`config.mk`:
```
export PLATFORM = sky130hd
export DESIGN_NAME = word_write_arbiter
export DESIGN_NICKNAME = d
export VERILOG_FILES = /design/src/rtl/word_write_arbiter_pkg.sv /design/src/rtl/word_write_arbiter_rr_select.sv /design/src/rtl/word_write_arbiter.sv
export SDC_FILE = /design/constraint.sdc
export NUM_CORES = 1
export LEC_CHECK = 0
export CAP_MARGIN = 20
export CORE_UTILIZATION = 40
export CTS_CLUSTER_SIZE = 12
export DETAILED_ROUTE_END_ITERATION = 10
export PLACE_DENSITY_LB_ADDON = 0.08
export SYNTH_ARGS = -nofsm -noshare
export SYNTH_HDL_FRONTEND = slang
export SYNTH_SLANG_ARGS = --single-unit
```
`constraint.sdc`:
```
create_clock -name sender_clock -period 3.6 [get_ports sender_clock]
set_input_delay 0.36 -clock sender_clock [delete_from_list [all_inputs] [get_ports sender_clock]]
set_output_delay 0.36 -clock sender_clock [all_outputs]
set_load 0.02 [all_outputs]
```
`src/rtl/word_write_arbiter_pkg.sv`:
```
// Shared types and constants for the word write arbiter and its round-robin selector.
package word_write_arbiter_pkg;

    typedef enum logic [0:0] {
        IDLE = 1'b0,
        SEND = 1'b1
    } state_t;

    localparam int WORD_BYTES_DEFAULT = 4;

    // Highest fill level that still leaves room for the word being started plus
    // one word whose bytes are not yet reflected in the fill level.
    function automatic int space_limit(input int pointer_width, input int word_bytes);
        return (2 ** pointer_width) - 1 - (2 * word_bytes);
    endfunction

endpackage

```
`src/rtl/word_write_arbiter_rr_select.sv`:
```
// Round-robin one-hot selector: the first set request at or after the pointer wins.
module rr_select #(
    parameter int REQUESTERS = 4,
    parameter int PTR_W      = 2
) (
    input  logic [REQUESTERS-1:0] request,
    input  logic [PTR_W-1:0]      pointer,
    output logic [REQUESTERS-1:0] grant
);

    // Scan from the pointer upward with wrap and keep only the first hit.
    always_comb begin
        logic             found;
        logic             hit;
        logic [PTR_W-1:0] idx;
        grant = '0;
        found = 1'b0;
        hit   = 1'b0;
        idx   = '0;
        for (int i = 0; i < REQUESTERS; i++) begin
            idx        = PTR_W'((int'(pointer) + i) % REQUESTERS);
            hit        = !found && request[idx];
            grant[idx] = grant[idx] | hit;
            found      = found | hit;
        end
    end

endmodule

```
`src/rtl/word_write_arbiter.sv`:
```
// Arbitrates whole words from several byte sources into one deserializer byte stream,
// sending one word per grant and never starting a word without FIFO headroom.
module word_write_arbiter
    import word_write_arbiter_pkg::*;
#(
    parameter int DATA_WIDTH    = 8,
    parameter int POINTER_WIDTH = 8,
    parameter int REQUESTERS    = 4,
    parameter int WORD_BYTES    = WORD_BYTES_DEFAULT
) (
    input  logic                                  sender_clock,
    input  logic                                  sender_reset,
    input  logic [REQUESTERS-1:0]                 request,
    input  logic [REQUESTERS-1:0][DATA_WIDTH-1:0] request_data,
    output logic [REQUESTERS-1:0]                 grant,
    output logic [REQUESTERS-1:0]                 byte_ack,
    input  logic [POINTER_WIDTH-1:0]              data_in_used,
    output logic                                  data_in_enable,
    output logic [DATA_WIDTH-1:0]                 data_in,
    output logic                                  busy,
    output logic [15:0]                           words_sent
);

    localparam int CNT_W       = (WORD_BYTES > 1) ? $clog2(WORD_BYTES) : 1;
    localparam int PTR_W       = (REQUESTERS > 1) ? $clog2(REQUESTERS) : 1;
    localparam int SPACE_LIMIT = space_limit(POINTER_WIDTH, WORD_BYTES);
    localparam logic [CNT_W-1:0] LAST_BYTE = CNT_W'(WORD_BYTES - 1);

    state_t                  state_q, state_d;
    logic [REQUESTERS-1:0]   grant_q, grant_d;
    logic [CNT_W-1:0]        cnt_q, cnt_d;
    logic [PTR_W-1:0]        ptr_q, ptr_d;
    logic                    den_q, den_d;
    logic [DATA_WIDTH-1:0]   din_q, din_d;
    logic [15:0]             words_q, words_d;

    logic [REQUESTERS-1:0]   sel_grant_s;
    logic [PTR_W-1:0]        sel_idx_s;
    logic [PTR_W-1:0]        owner_idx_s;
    logic                    space_ok_s;

    rr_select #(
        .REQUESTERS (REQUESTERS),
        .PTR_W      (PTR_W)
    ) u_rr_select (
        .request (request),
        .pointer (ptr_q),
        .grant   (sel_grant_s)
    );

    assign space_ok_s = (int'(data_in_used) <= SPACE_LIMIT);

    // One-hot to index for both the candidate grant and the current owner.
    always_comb begin
        sel_idx_s   = '0;
        owner_idx_s = '0;
        for (int i = 0; i < REQUESTERS; i++) begin
            sel_idx_s   = sel_grant_s[i] ? PTR_W'(i) : sel_idx_s;
            owner_idx_s = grant_q[i]     ? PTR_W'(i) : owner_idx_s;
        end
    end

    // Next-state logic; a started word always runs to completion.
    always_comb begin
        state_d = state_q;
        grant_d = grant_q;
        cnt_d   = cnt_q;
        ptr_d   = ptr_q;
        den_d   = 1'b0;
        din_d   = din_q;
        words_d = words_q;
        case (state_q)
            IDLE: begin
                if ((|request) && space_ok_s) begin
                    grant_d = sel_grant_s;
                    cnt_d   = '0;
                    ptr_d   = (sel_idx_s == PTR_W'(REQUESTERS - 1)) ? '0 : sel_idx_s + PTR_W'(1);
                    state_d = SEND;
                end else begin
                    grant_d = '0;
                end
            end
            SEND: begin
                den_d = 1'b1;
                din_d = request_data[owner_idx_s];
                if (cnt_q == LAST_BYTE) begin
                    state_d = IDLE;
                    grant_d = '0;
                    cnt_d   = '0;
                    words_d = words_q + 16'd1;
                end else begin
                    cnt_d = cnt_q + CNT_W'(1);
                end
            end
            default: begin
                state_d = IDLE;
                grant_d = '0;
            end
        endcase
    end

    // State and registered outputs; reset abandons any partial word.
    always_ff @(posedge sender_clock) begin
        if (sender_reset) begin
            state_q <= IDLE;
            grant_q <= '0;
            cnt_q   <= '0;
            ptr_q   <= '0;
            den_q   <= 1'b0;
            din_q   <= '0;
            words_q <= 16'd0;
        end else begin
            state_q <= state_d;
            grant_q <= grant_d;
            cnt_q   <= cnt_d;
            ptr_q   <= ptr_d;
            den_q   <= den_d;
            din_q   <= din_d;
            words_q <= words_d;
        end
    end

    assign grant          = grant_q;
    assign byte_ack       = (state_q == SEND) ? grant_q : '0;
    assign data_in_enable = den_q;
    assign data_in        = din_q;
    assign busy           = (state_q == SEND);
    assign words_sent     = words_q;

endmodule
```
==> results of run 1 <==
## per-stage QoR
step,hold WS [ns],cells,utilization [%]
final,0.5022,409,59.24
after global routing,0.5326,409,59.24
after CTS,0.5092,409,59.24
after detailed placement,0.4901,401,56.62
after global placement,0.4792,401,56.62
after floorplan,0.5369,276,-
## cell families after synthesis
kind of cell,count (synthesis)
compound gates,72
xor+xnor,11
fa+ha+maj,6
buf+inv,31
flops,34
mux,19
simple gates,103
## synthesized netlist by cell type (3+ instances only)
library cell  instances
nor2_1               41
dfxtp_1              34
nand2_1              23
a21oi_1              21
clkbuf_1             16
o21ai_0              13
mux2i_1              11
o211ai_1              8
and2_1                7
inv_1                 7
xor2_1                7
ha_1                  6
nor2b_1               6
a22oi_1               5
or3_1                 5
and3_1                4
nand3_1               4
xnor2_1               4
a211oi_1              3
buf_2                 3
buf_6                 3
mux2_2                3
## placed cells by master, fill, tap and decap left out, types with 2 or more instances in the layout
cell             count
o21ai_0             13
and3_1               4
nand4_1              2
nor2_1              41
clkdlybuf4s50_1     76
mux2_4               2
ha_1                 6
xnor2_1              4
o32ai_1              2
mux4_2               2
bufinv_16            2
dfxtp_1             34
nor3b_1              2
nand2b_1             2
nand2_1             23
a211oi_1             3
mux2i_1             11
nand3_1              4
buf_4                3
a32oi_1              2
nor2b_1              6
a22oi_1              5
and2_1               7
xor2_1               7
o2111ai_1            2
o211ai_1             8
mux2_2               3
and2_2               2
clkbuf_8             5
inv_1                7
a21o_2               2
or3_1                5
a21oi_1             21
## metal layers
metal | global-route usage (%) | wire [um] | vias to the layer above | share of wire, %
li1 | - | - | 1101 | -
met1 | 27.07 | 2788 | 944 | 52
met2 | 25.80 | 2181 | 66 | 41
met3 | 4.405 | 377 | 4 | 7.0
met4 | 6.346 | 29 | 0 | 0.54
met5 | 0 | 0 | - | 0
## sequential cells by signal, indices dropped and copies added, names as in the netlist
name,flops
cnt_q,2
grant,4
busy,1
data_in_enable,1
data_in,8
ptr_q,2
words_sent,16
## layout make-up
type                    instances  share of cell area (%)
multi-input cells             211                   45.05
repair buffers                 79                   25.09
flip-flops and latches         34                   21.80
well taps                      70                   2.806
clock buffers                   5                   2.204
clock inverters                 3                   2.204
inverters                       7                  0.8417
## tightest hold or removal path, cell delays in order, from the launching register on
cell	delay, ns
dfxtp_1	0.33
o21ai_0	0.07
nor2_1	0.08
## power groups by stage
stage,combinational [mW],clock (mW),sequential (mW)
2_1_floorplan,0.841,0,0.500
3_3_place_gp,1.07,0,0.510
3_5_place_dp,1.07,0,0.511
4_1_cts,1.07,0.434,0.502
5_1_grt,1.17,0.454,0.515
6_report,1.08,0.427,0.502
## worst paths after layout
check	startpoint	end	slack (ns)	cells past startpoint
worst max register to register	ptr_q[1]	ptr_q[1]	0.44	11
worst min-delay path	data_in[3]	data_in[3]	0.50	2
worst min register to register	data_in[3]	data_in[3]	0.50	2
worst max-delay path	ptr_q[1]	ptr_q[1]	0.44	11
==> results.py, run 1 <==
metrics = {
    "routing": {
        "drc": 0,
        "dr.pass1.iters": 4,
        "wl_per_cell_um": 13.14,
        "wirelength_um": 5376,
        "vias": 2115,
        "first_iter_violations": 137,
        "via_per_inst": 5.171,
        "ant_nets": 0,
    },
    "layout": {
        "areaGrowthSynthToFinish_pct": 38.92,
        "fill_cells": 495,
        "num_antenna_cells": 0,
        "fin_area_um2": 3122,
        "multi_input_area_um2": 1406,
        "drive_above_1_share_pct": 8.555,
        "seq_area_um2": 680.7,
        "layout.nets": 390,
    },
    "placed_design": {
        "place.gp.congestion": 0.8946,
        "port_buffers": 76,
        "dp_hpwl_um": 3868,
        "pre_cts_ws_ns": 0.2898,
        "dpl_cell_area_um2": 2984,
    },
    "timing": {
        "fin_ws_ns": 0.4420,
        "max_freq_ghz": 0.3167,
        "tightest_slew_ns": 0.8349,
        "slew_headroom_pct": 44.27,
        "finalClockSkew_ns": 0.005578,
        "hold_viol_final": 0,
        "period_share_pct": 87.72,
        "final.setup.tns_ns": 0,
        "setup_viol": 0,
        "final-max-slew-violation-count": 0,
        "grt_setup_unrepaired": "false",
        "period_minus_slack_ns": 3.158,
    },
    "setup_path": {
        "critPathCaptureType": "flip-flop",
        "cp_data_arrival_time_ns": 3.35,
        "required_ns": 3.79,
        "path_max_fanout": 12,
        "cp_top_family": "multiplexers",
        "cp-start-kind": "flip-flop",
        "slowest_delay_ns": 0.43,
        "crit_type": "reg2reg",
        "cp_cell_sequence": "inv_1 > ha_1 > buf_4 > mux4_1 > mux2_4 > a22o_1 > o32ai_2 > a221oi_2 > mux2_4 > or3_1 > o32ai_1",
        "path_buf_inv": 2,
        "cp_slowest_cell": "dfxtp_1",
        "crit_top_cell": "mux2_4",
    },
    "clock_tree": {
        "cts_resized": 0,
        "tritoncts": "yes",
        "cts_inserted_buffers": 5,
        "cts_setup_buffers": 0,
        "holdBufCountCts": 0,
        "cts-htree-levels": 2,
        "clock_sinks": 34,
        "clockBufferDepth": 2,
        "path_clk_slew_ns": 0.08,
        "clk_latency_ns": 0.28,
        "cts_root_buffer": "clkbuf_8",
    },
    "logic_synthesis": {
        "seq_area_frac_synth_pct": 30.29,
        "synthMuxAreaShare_pct": 10.91,
        "post_synth_xor_area_fraction_pct": 4.287,
        "synthArstFlopShare_pct": 0,
        "synth-simple-area-share_pct": 21.88,
        "synth_top_area_share_pct": 30.29,
        "synth_cells": 276,
        "synth_fa_ha_area_share_pct": 3.341,
        "synth_edf_count": 0,
        "synth_area_per_cell_um2": 8.142,
        "synthesis.area_um2": 2247,
        "yosys.area.top_type": "dfxtp_1",
        "synth_cell_types": 54,
        "yosysWarnings": 0,
        "ys_ff_latch": 34,
        "synth_flop_cell": "dfxtp_1",
        "synth.area.top_cells": "dfxtp_1 30%, nor2_1 6.8%, mux2i_1 4.9%",
        "synth_compound_area_share_pct": 22.16,
        "synth_top_family_by_area": "compound AO/OA/AOI/OAI gates",
        "syn_nets": 328,
    },
    "pwr": {
        "switching_share_pct": 38.35,
        "p_leak_nw": 1.132,
        "p_clk_share_pct": 21.2,
        "p_per_area_nw_per_um2": 644.8,
        "combinationalPowerShare_pct": 53.8,
        "ir_worst_vdd_uv": 311.8,
        "finalPower_mw": 2.013,
        "pwr-share-seq_pct": 25.0,
        "power_switching_uw": 772.0,
        "internal_power_mw": 1.241,
    },
    "grt": {
        "antenna_found_initial": 0,
        "grt_max_degree": 30,
        "grt_pass1_wl_um": 8880,
        "grt_use_total_pct": 18.45,
        "grt_overflow_total": 0,
        "grt_pass1_vias": 1804,
    },
    "floorplanning": {
        "core_area_um2": 5270,
        "rows": 26,
        "dieWidth_um": 76.95,
        "start_util_pct": 42.64,
        "die_area_um2": 5921,
        "io_pins": 80,
        "fp.dieH_um": 76.95,
    },
    "job": {
        "drv_cap": 0,
    },
    "run_status": {
        "status": "complete, no violations",
    },
    "hold_path": {
        "hold_path.class": "reg2reg",
    },
}
Power figures use the tool's default switching activity.
==> run 2: changes to the inputs <==
--- a/config.mk
+++ b/config.mk
@@ -5,7 +5,7 @@
 export SDC_FILE = /design/constraint.sdc
 export NUM_CORES = 1
 export LEC_CHECK = 0
-export CAP_MARGIN = 20
+export CAP_MARGIN = 15
 export CORE_UTILIZATION = 40
 export CTS_CLUSTER_SIZE = 12
 export DETAILED_ROUTE_END_ITERATION = 10
==> constraint.sdc (replaced) <==
create_clock -name sender_clock -period 3.3 [get_ports sender_clock]
set_input_delay 0.33 -clock sender_clock [delete_from_list [all_inputs] [get_ports sender_clock]]
set_output_delay 0.33 -clock sender_clock [all_outputs]
set_load 0.1 [all_outputs]
==> results.py, run 2 (synthesis gave the netlist of run 1 again) <==
metrics = {
    "floorplanning": {
        "dieWidth_um": 76.95,
        "io_pins": 80,
        "rows": 26,
        "fp.dieH_um": 76.95,
        "core_area_um2": 5270,
        "start_util_pct": 42.64,
        "die_area_um2": 5921,
    },
    "routing": {
        "drc": 0,
        "wl_per_cell_um": 13.51,
        "vias": 2170,
        "dr.pass1.iters": 4,
        "ant_nets": 0,
        "via_per_inst": 5.179,
        "wirelength_um": 5659,
        "first_iter_violations": 113,
    },
    "hold_path": {
        "hold_path.class": "reg2reg",
    },
    "run_status": {
        "status": "complete, no violations",
    },
    "pwr": {
        "p_leak_nw": 1.175,
        "finalPower_mw": 2.341,
        "combinationalPowerShare_pct": 63.2,
        "p_per_area_nw_per_um2": 746.7,
        "p_clk_share_pct": 13.6,
        "power_switching_mw": 1.099,
        "pwr-share-seq_pct": 23.2,
        "switching_share_pct": 46.93,
        "ir_worst_vdd_uv": 469.0,
        "internal_power_mw": 1.243,
    },
    "setup_path": {
        "path_max_fanout": 12,
        "crit_type": "reg2reg",
        "cp_data_arrival_time_ns": 3.31,
        "crit_top_cell": "mux2_4",
        "critPathCaptureType": "flip-flop",
        "slowest_delay_ns": 0.38,
        "required_ns": 3.49,
        "cp_top_family": "multiplexers",
        "path_buf_inv": 2,
        "cp_slowest_cell": "dfxtp_2",
        "cp_cell_sequence": "inv_1 > ha_1 > buf_4 > mux4_1 > mux2_4 > a22o_1 > o32ai_2 > a221oi_2 > mux2_4 > or3_1 > o32ai_1",
        "cp-start-kind": "flip-flop",
    },
    "timing": {
        "period_minus_slack_ns": 3.124,
        "period_share_pct": 94.68,
        "finalClockSkew_ns": 0.002459,
        "grt_setup_unrepaired": "false",
        "fin_ws_ns": 0.1757,
        "setup_viol": 0,
        "max_freq_ghz": 0.3201,
        "final.setup.tns_ns": 0,
        "hold_slack_ns": 0.4967,
        "slew_headroom_pct": 33.40,
        "final-max-slew-violation-count": 0,
        "hold_viol_final": 0,
        "tightest_slew_ns": 0.9958,
    },
    "layout": {
        "final_cell_mix": "68 x clkdlybuf4s50_1, 41 x nor2_1, 33 x dfxtp_1",
        "layout.nets": 400,
        "fin_area_um2": 3136,
        "final_core_util_pct": 59.50,
        "areaGrowthSynthToFinish_pct": 39.53,
        "drive_above_1_share_pct": 13.75,
        "final_common_cell": "clkdlybuf4s50_1",
        "num_antenna_cells": 0,
        "largest_reg_flops": 16,
        "final_cell_count_no_fill": 419,
    },
    "grt": {
        "grt_overflow_total": 0,
        "grt_pass1_wl_um": 9356,
        "grt_use_total_pct": 19.47,
        "antenna_found_initial": 0,
        "grt_pass1_vias": 1956,
        "grt_max_degree": 29,
    },
    "clock_tree": {
        "tritoncts": "yes",
        "cts_setup_buffers": 0,
        "path_clk_slew_ns": 0.07,
        "cts-htree-levels": 2,
        "holdBufCountCts": 0,
        "clk_latency_ns": 0.28,
        "clockBufferDepth": 2,
        "cts_inserted_buffers": 5,
        "cts_root_buffer": "clkbuf_8",
        "clock_sinks": 34,
    },
    "placed_design": {
        "place.gp.congestion": 0.8499,
        "pre_cts_ws_ns": 0.1143,
        "dp.cells": 411,
        "port_buffers": 76,
        "dpl_cell_area_um2": 3039,
        "dp_hpwl_um": 4234,
    },
    "job": {
        "drv_cap": 0,
    },
}
==> run 2: what timing repair did <==
| action | in CTS | in global routing |
|---|---|---|
| setup endpoints to repair | 0 | 2 |
| hold endpoints to repair | 0 | 0 |
| resized for setup | 0 | 1 |
==> run 2: layout make-up <==
class | count | area [um^2]
Tap cell | 70 | 87.58
Timing Repair Buffer | 89 | 838.3
Clock buffer | 6 | 82.58
Multi-Input combinational cell | 211 | 1406
Inverter | 7 | 26.28
Sequential cell | 34 | 681.9
Fill cell | 502 | 2135
Clock inverter | 2 | 12.51
==> run 2: metal layers <==
layer / vias to the layer above / global-route usage [%] / share of wire (%)
met2: 55 / 29.73 / 44
met1: 993 / 27.27 / 49
li1: 1117 / - / -
met5: - / 0 / 0
met4: 0 / 6.346 / 0.80
met3: 5 / 3.690 / 6.4
==> run 2: worst paths after layout <==
path | end | from | slack, ns | cells past startpoint
setup / recovery | ptr_q[1] | ptr_q[1] | 0.18 | 11
hold / removal | data_in[7] | data_in[7] | 0.50 | 2
setup reg to reg | ptr_q[1] | ptr_q[1] | 0.18 | 11
hold reg to reg | data_in[7] | data_in[7] | 0.50 | 2
==> run 2: worst min-delay path, cell delays in order (launching register included) <==
cell     delay (ns)
dfxtp_1        0.32
o21ai_0        0.07
nor2_1         0.07
==> run 2: power groups by stage <==
stage / clock network, mW / logic, mW / registers [mW]
4_1_cts: 0.328 / 1.48 / 0.543
5_1_grt: 0.350 / 1.60 / 0.554
6_report: 0.318 / 1.48 / 0.544
3_5_place_dp: 0 / 1.47 / 0.552
2_1_floorplan: 0 / 0.962 / 0.762
3_3_place_gp: 0 / 1.45 / 0.551
==> run 3: changes to the inputs <==
--- a/config.mk
+++ b/config.mk
@@ -7,6 +7,7 @@
 export LEC_CHECK = 0
 export CAP_MARGIN = 15
 export CORE_UTILIZATION = 40
+export CTS_CLUSTER_DIAMETER = 50
 export CTS_CLUSTER_SIZE = 12
 export DETAILED_ROUTE_END_ITERATION = 10
 export PLACE_DENSITY_LB_ADDON = 0.08
==> results of run 3 <==
Final layout, timing and power as in run 2 (identical DEF).
